--- src/rtl/rr_arb_pkg.sv ---
// Shared helpers for round-robin arbiters: modulo-N index wrap and a rotating
// first-set search that starts at a pointer.
package rr_arb_pkg;
    localparam int MAX_N = 32;
    localparam int IW    = 5;

    typedef logic [IW-1:0] idx_t;

    typedef struct packed {
        logic vld;
        idx_t idx;
    } grant_t;

    // The wrap is an explicit compare against n-1, so non-power-of-2 counts work.
    function automatic idx_t next_idx(input idx_t idx, input logic [IW:0] n);
        return (idx == IW'(n - 1'b1)) ? '0 : idx + 1'b1;
    endfunction

    function automatic grant_t rr_first(input logic [MAX_N-1:0] req, input idx_t ptr,
                                        input logic [IW:0] n);
        grant_t g;
        idx_t   idx;
        g   = '0;
        idx = ptr;
        for (int i = 0; i < MAX_N; i++) begin
            if (i < int'(n)) begin
                if (!g.vld && req[idx]) begin
                    g.vld = 1'b1;
                    g.idx = idx;
                end
                idx = next_idx(idx, n);
            end
        end
        return g;
    endfunction
endpackage

--- src/rtl/rr_grant_select.sv ---
// Combinational rotating priority encoder; a held lock overrides the search.
module rr_grant_select
    import rr_arb_pkg::*;
#(
    parameter  int NUM_IN = 4,
    localparam int SW     = $clog2(NUM_IN)
) (
    input  logic [NUM_IN-1:0] req,
    input  logic [SW-1:0]     ptr,
    input  logic              lock,
    input  logic [SW-1:0]     lock_idx,
    output logic              grant_valid,
    output logic [SW-1:0]     grant_idx
);
    grant_t rr;

    always_comb begin
        rr = rr_first(MAX_N'(req), IW'(ptr), (IW+1)'(NUM_IN));
        // While locked only the owner may move; its ready follows its own valid.
        if (lock) begin
            grant_valid = req[lock_idx];
            grant_idx   = lock_idx;
        end else begin
            grant_valid = rr.vld;
            grant_idx   = SW'(rr.idx);
        end
    end
endmodule

--- src/rtl/rr_arbiter_n.sv ---
// N-input round-robin arbiter with a registered output stage, optional
// packet locking on t_last, and a source-index sideband.
module rr_arbiter_n
    import rr_arb_pkg::*;
#(
    parameter  int DWIDTH       = 32,
    parameter  int NUM_IN       = 4,
    parameter  int LOCK_ON_LAST = 1,
    localparam int SW           = $clog2(NUM_IN)
) (
    input  logic                     clk,
    input  logic                     rstf,
    input  logic [NUM_IN*DWIDTH-1:0] t_data,
    input  logic [NUM_IN-1:0]        t_valid,
    input  logic [NUM_IN-1:0]        t_last,
    output logic [NUM_IN-1:0]        t_ready,
    output logic [DWIDTH-1:0]        i0_data,
    output logic                     i0_last,
    output logic [SW-1:0]            i0_src,
    output logic                     i0_valid,
    input  logic                     i0_ready
);
    logic [SW-1:0] ptr, lock_idx, gidx, ptr_nxt;
    logic          locked, gvld, accept, xfer;

    rr_grant_select #(.NUM_IN(NUM_IN)) u_sel (
        .req        (t_valid),
        .ptr        (ptr),
        .lock       (locked),
        .lock_idx   (lock_idx),
        .grant_valid(gvld),
        .grant_idx  (gidx)
    );

    // Output register refills in the same cycle it drains, so no bubbles.
    assign accept  = ~i0_valid | i0_ready;
    assign xfer    = accept & gvld;
    assign t_ready = xfer ? (NUM_IN'(1) << gidx) : '0;
    assign ptr_nxt = SW'(next_idx(IW'(gidx), (IW+1)'(NUM_IN)));

    always_ff @(posedge clk or negedge rstf) begin
        if (!rstf) begin
            i0_valid <= 1'b0;
            i0_data  <= '0;
            i0_last  <= 1'b0;
            i0_src   <= '0;
            ptr      <= '0;
            locked   <= 1'b0;
            lock_idx <= '0;
        end else begin
            if (accept) begin
                i0_valid <= xfer;
                if (xfer) begin
                    i0_data <= t_data[gidx*DWIDTH +: DWIDTH];
                    i0_last <= t_last[gidx];
                    i0_src  <= gidx;
                end
            end
            // Pointer moves past the channel actually granted, not past ptr.
            if (xfer) begin
                if (LOCK_ON_LAST == 0 || t_last[gidx]) begin
                    locked <= 1'b0;
                    ptr    <= ptr_nxt;
                end else begin
                    locked   <= 1'b1;
                    lock_idx <= gidx;
                end
            end
        end
    end
endmodule

--- config.mk ---
export PLATFORM = sky130hd
export DESIGN_NAME = rr_arbiter_n
export DESIGN_NICKNAME = d
export VERILOG_FILES = /design/src/rtl/rr_arb_pkg.sv /design/src/rtl/rr_grant_select.sv /design/src/rtl/rr_arbiter_n.sv
export SDC_FILE = /design/constraint.sdc
export NUM_CORES = 1
export LEC_CHECK = 0
export ABC_AREA = 1
export CAP_MARGIN = 0
export CORE_MARGIN = 2
export CORE_UTILIZATION = 44
export CTS_CLUSTER_DIAMETER = 120
export DETAILED_ROUTE_END_ITERATION = 12
export PLACE_DENSITY = 0.87
export RECOVER_POWER = 50
export SYNTH_ARGS = -nofsm -noshare
export SYNTH_HDL_FRONTEND = slang
export SYNTH_SLANG_ARGS = --single-unit
--- constraint.sdc ---
create_clock -name clk -period 4.7 [get_ports clk]
set_input_delay 0.47 -clock clk [delete_from_list [all_inputs] [get_ports clk]]
set_output_delay 0.47 -clock clk [all_outputs]
set_load 0.01 [all_outputs]
==> qor.yml <==
crit_slowest_cell: "clkdlybuf4s50_1"
power_leakage_nw: 2.80
cts_max_level: 2
fin_skew_ns: 0.00851
fin_crit_sh: 0.915
power_mw: 4.26
initial_utilization: 0.458
fp.dieArea_um2: 8820
post-place-ws_ns: 0.572
clockBufferDepth: 2
avgSynthCellArea_um2: 5.96
ios: 179
syn-instance-count: 597
whs_path_depth: 2
crit_top_cell: "nand2_1"
outcome: "finished, violations left"
avgViaCountPerCell: 5.01
grt_pass1_wl_mm: 17.8
cts_made_buffers: 5
final_area_um2: 5420
grt_pass1_vias: 3889
diodes: 0
cts_sinks: 41
violations: "capacitance limit, slew limit"
mappedNetlistNets: 741
fin_crit_ns: 4.30
rsz0062_at_grt: "no"
cts-resized-gates: 0
place_hpwl_mm: 8.43
vdd_ir_drop_max_mv: 0.430
worst-endpoint-arrival_ns: 3.83
yosysSeqAreaShare: 0.288
track_usage: 0.251
cts_tree: "built"
wire_per_inst_um: 13.5
maxCapViolCount: 1
grt-ovfl-total: 0
io_buffers: 178
die_y_um: 93.9
slew_headroom: -0.491
r2r_start: "ptr[0]$_DFFE_PN0P_"
fmaxAchievable_mhz: 233
cts_setup_buffers: 0
dpl_cell_area_um2: 5310
antenna_found_initial: 0
power-per-cell-area_nw_per_um2: 787
synth_warnings: 0
worst-setup-path-type: "flip-flop to output port"
finalHoldViolCount: 0
drc: 0
core_area_um2: 7770
reg2regPathDepth: 16
wirelength_mm: 11.6
cts.clk_slew.worst_paths_ns: 0.08
hold_buffers: 0
startpoint_type: "flip-flop"
detailroute.via_count: 4296
endpoint: "t_ready[1]"
drive_above_1_share: 0.0371
drt-initial-drc-count: 232
rr_endpoint: "ptr[0]$_DFFE_PN0P_"
clkLatencyLatePin_ns: 0.28
cp.required_ns: 4.23
worst_pin_slew_ns: 2.24
drtAntennaViolNets: 0
gp_congestion: 0.891
cp_max_fo: 46
maxSlewViolCount: 42
final_nets: 898
root_buffer: "clkbuf_8"
cp_cell_sequence: "ha_1 > inv_1 > nor2_1 > nand2_1 > nand2_1 > nor2_1 > nand2_1 > nand2_1 > nand3_4 > nand2_8 > inv_1 > ha_1 > inv_1 > nor2_1 > clkdlybuf4s50_1"
hold_class: "flip-flop to flip-flop"
fin_util: 0.698
drtPass1Iterations: 5
critPathLaunch: "ptr[0]$_DFFE_PN0P_"
synth.cell_area_um2: 3560
die_x_um: 93.9
crit_path_end_kind: "output port"
grt_max_degree: 61
setup_tns_ns: 0
slowest_delay_ns: 0.49
ff2ff_setup_slack_ns: 0.87
finalWorstSetupSlack_ns: 0.399
synth-seq-cells: 41
setup_viol: 0
num_rows: 32
synth_cell_type_count: 27
syn2layout_area_growth_pct: 52.3
==> power by group <==
group	internal, mW	total [mW]	switching [mW]	leakage (nW)
registers	0.549	0.661	0.112	0.501
logic	1.22	3.35	2.13	2.24
clock network	0.133	0.248	0.116	0.0542
total	1.90	4.26	2.36	2.80
==> worst min-delay path by stage <==
stage	slack [ns]	end	from
2_1_floorplan	0.17	i0_data[0]$_DFFE_PN0P_	rstf
3_3_place_gp	0.46	i0_data[2]$_DFFE_PN0P_	i0_data[2]$_DFFE_PN0P_
3_5_place_dp	0.46	i0_data[13]$_DFFE_PN0P_	i0_data[13]$_DFFE_PN0P_
4_1_cts	0.35	ptr[0]$_DFFE_PN0P_	rstf
5_1_grt	0.50	i0_data[6]$_DFFE_PN0P_	i0_data[6]$_DFFE_PN0P_
6_report	0.48	i0_data[2]$_DFFE_PN0P_	i0_data[2]$_DFFE_PN0P_
==> critical path, delay by kind of cell (launching register included) <==
family / cells / cell delay [ns]
buffers and inverters: 4 / 0.87
and+or+nand+nor: 9 / 1.51
adders and majority gates: 2 / 0.67
DFF: 1 / 0.47
==> routing by layer <==
layer	GRT usage	share of wire
met3	0.0530	0.091
met5	0	0
met1	0.302	0.40
met4	0.0628	0.018
met2	0.453	0.49
==> area by class of cell <==
cell class                 instances  area, µm²
clock inverter                     1       5.00
inverter                          89        339
timing repair buffer             183       1810
fill                             641       2350
sequential                        41       1030
clock buffer                       7       96.3
multi-input combinational        434       2010
tap                              102        128
==> flip-flops by register name, summed over array words and instances, names as in the netlist <==
register and cells:
i0_last 1, i0_src 2, locked 1, i0_valid 1
i0_data 32, ptr 2, lock_idx 2
==> synthesized netlist by cell type <==
| cell type | instances | area share |
|---|---|---|
| nand2_1 | 240 | 0.25 |
| inv_1 | 86 | 0.091 |
| nand3_1 | 56 | 0.079 |
| nor2_1 | 45 | 0.047 |
| dfrtp_1 | 41 | 0.29 |
| o21ai_1 | 34 | 0.048 |
| nand3b_1 | 32 | 0.068 |
| buf_2 | 17 | 0.024 |
| buf_6 | 8 | 0.025 |
| o21ai_0 | 7 | 0.0098 |
| clkbuf_1 | 5 | 0.0053 |
| ha_1 | 5 | 0.018 |
| nand3_2 | 3 | 0.0084 |
| buf_1 | 2 | 0.0021 |
| inv_2 | 2 | 0.0021 |
| nand2_2 | 2 | 0.0035 |
| nor2_2 | 2 | 0.0035 |
| a21oi_1 | 1 | 0.0014 |
| buf_4 | 1 | 0.0021 |
| inv_6 | 1 | 0.0025 |
| nand2_4 | 1 | 0.0032 |
| nand3_4 | 1 | 0.0049 |
| nand4_1 | 1 | 0.0018 |
| nor2_4 | 1 | 0.0032 |
| nor3_1 | 1 | 0.0014 |
| o21bai_1 | 1 | 0.0021 |
| o31ai_1 | 1 | 0.0021 |
==> logic make-up after synthesis <==
family / share of synthesized area
AOI/OAI and AO/OA: 0.0633
adders and majority gates: 0.0176
DFF: 0.288
buffers and inverters: 0.154
and+or+nand+nor: 0.477
==> layout by cell type, fill, tap and decap left out <==
cell type | netlist | layout
nand2_8 | 0 | 1
o21ai_0 | 7 | 7
inv_1 | 86 | 86
ha_1 | 5 | 5
nor3_1 | 1 | 1
o21ai_1 | 34 | 34
nand3_2 | 3 | 3
nand3_1 | 56 | 56
clkinv_2 | 0 | 1
clkdlybuf4s50_1 | 0 | 157
clkbuf_8 | 0 | 7
buf_4 | 1 | 5
dfrtp_1 | 41 | 41
nand3b_1 | 32 | 32
inv_2 | 2 | 2
nor2_2 | 2 | 2
nand2_2 | 2 | 2
clkbuf_1 | 5 | 1
inv_6 | 1 | 1
nor2_4 | 1 | 2
nand2_1 | 240 | 240
a21oi_1 | 1 | 1
nand4_1 | 1 | 1
nand3_4 | 1 | 1
o31ai_1 | 1 | 1
nor2_1 | 45 | 44
dlygate4sd3_1 | 0 | 20
o21bai_4 | 0 | 1
==> stage by stage <==
step,hold slack (ns),cells
4_1_cts,0.352,857
3_3_place_gp,0.462,849
6_report,0.475,857
2_1_floorplan,0.174,597
3_5_place_dp,0.465,849
5_1_grt,0.495,857
Note: power is estimated with default switching activity, not from simulation.
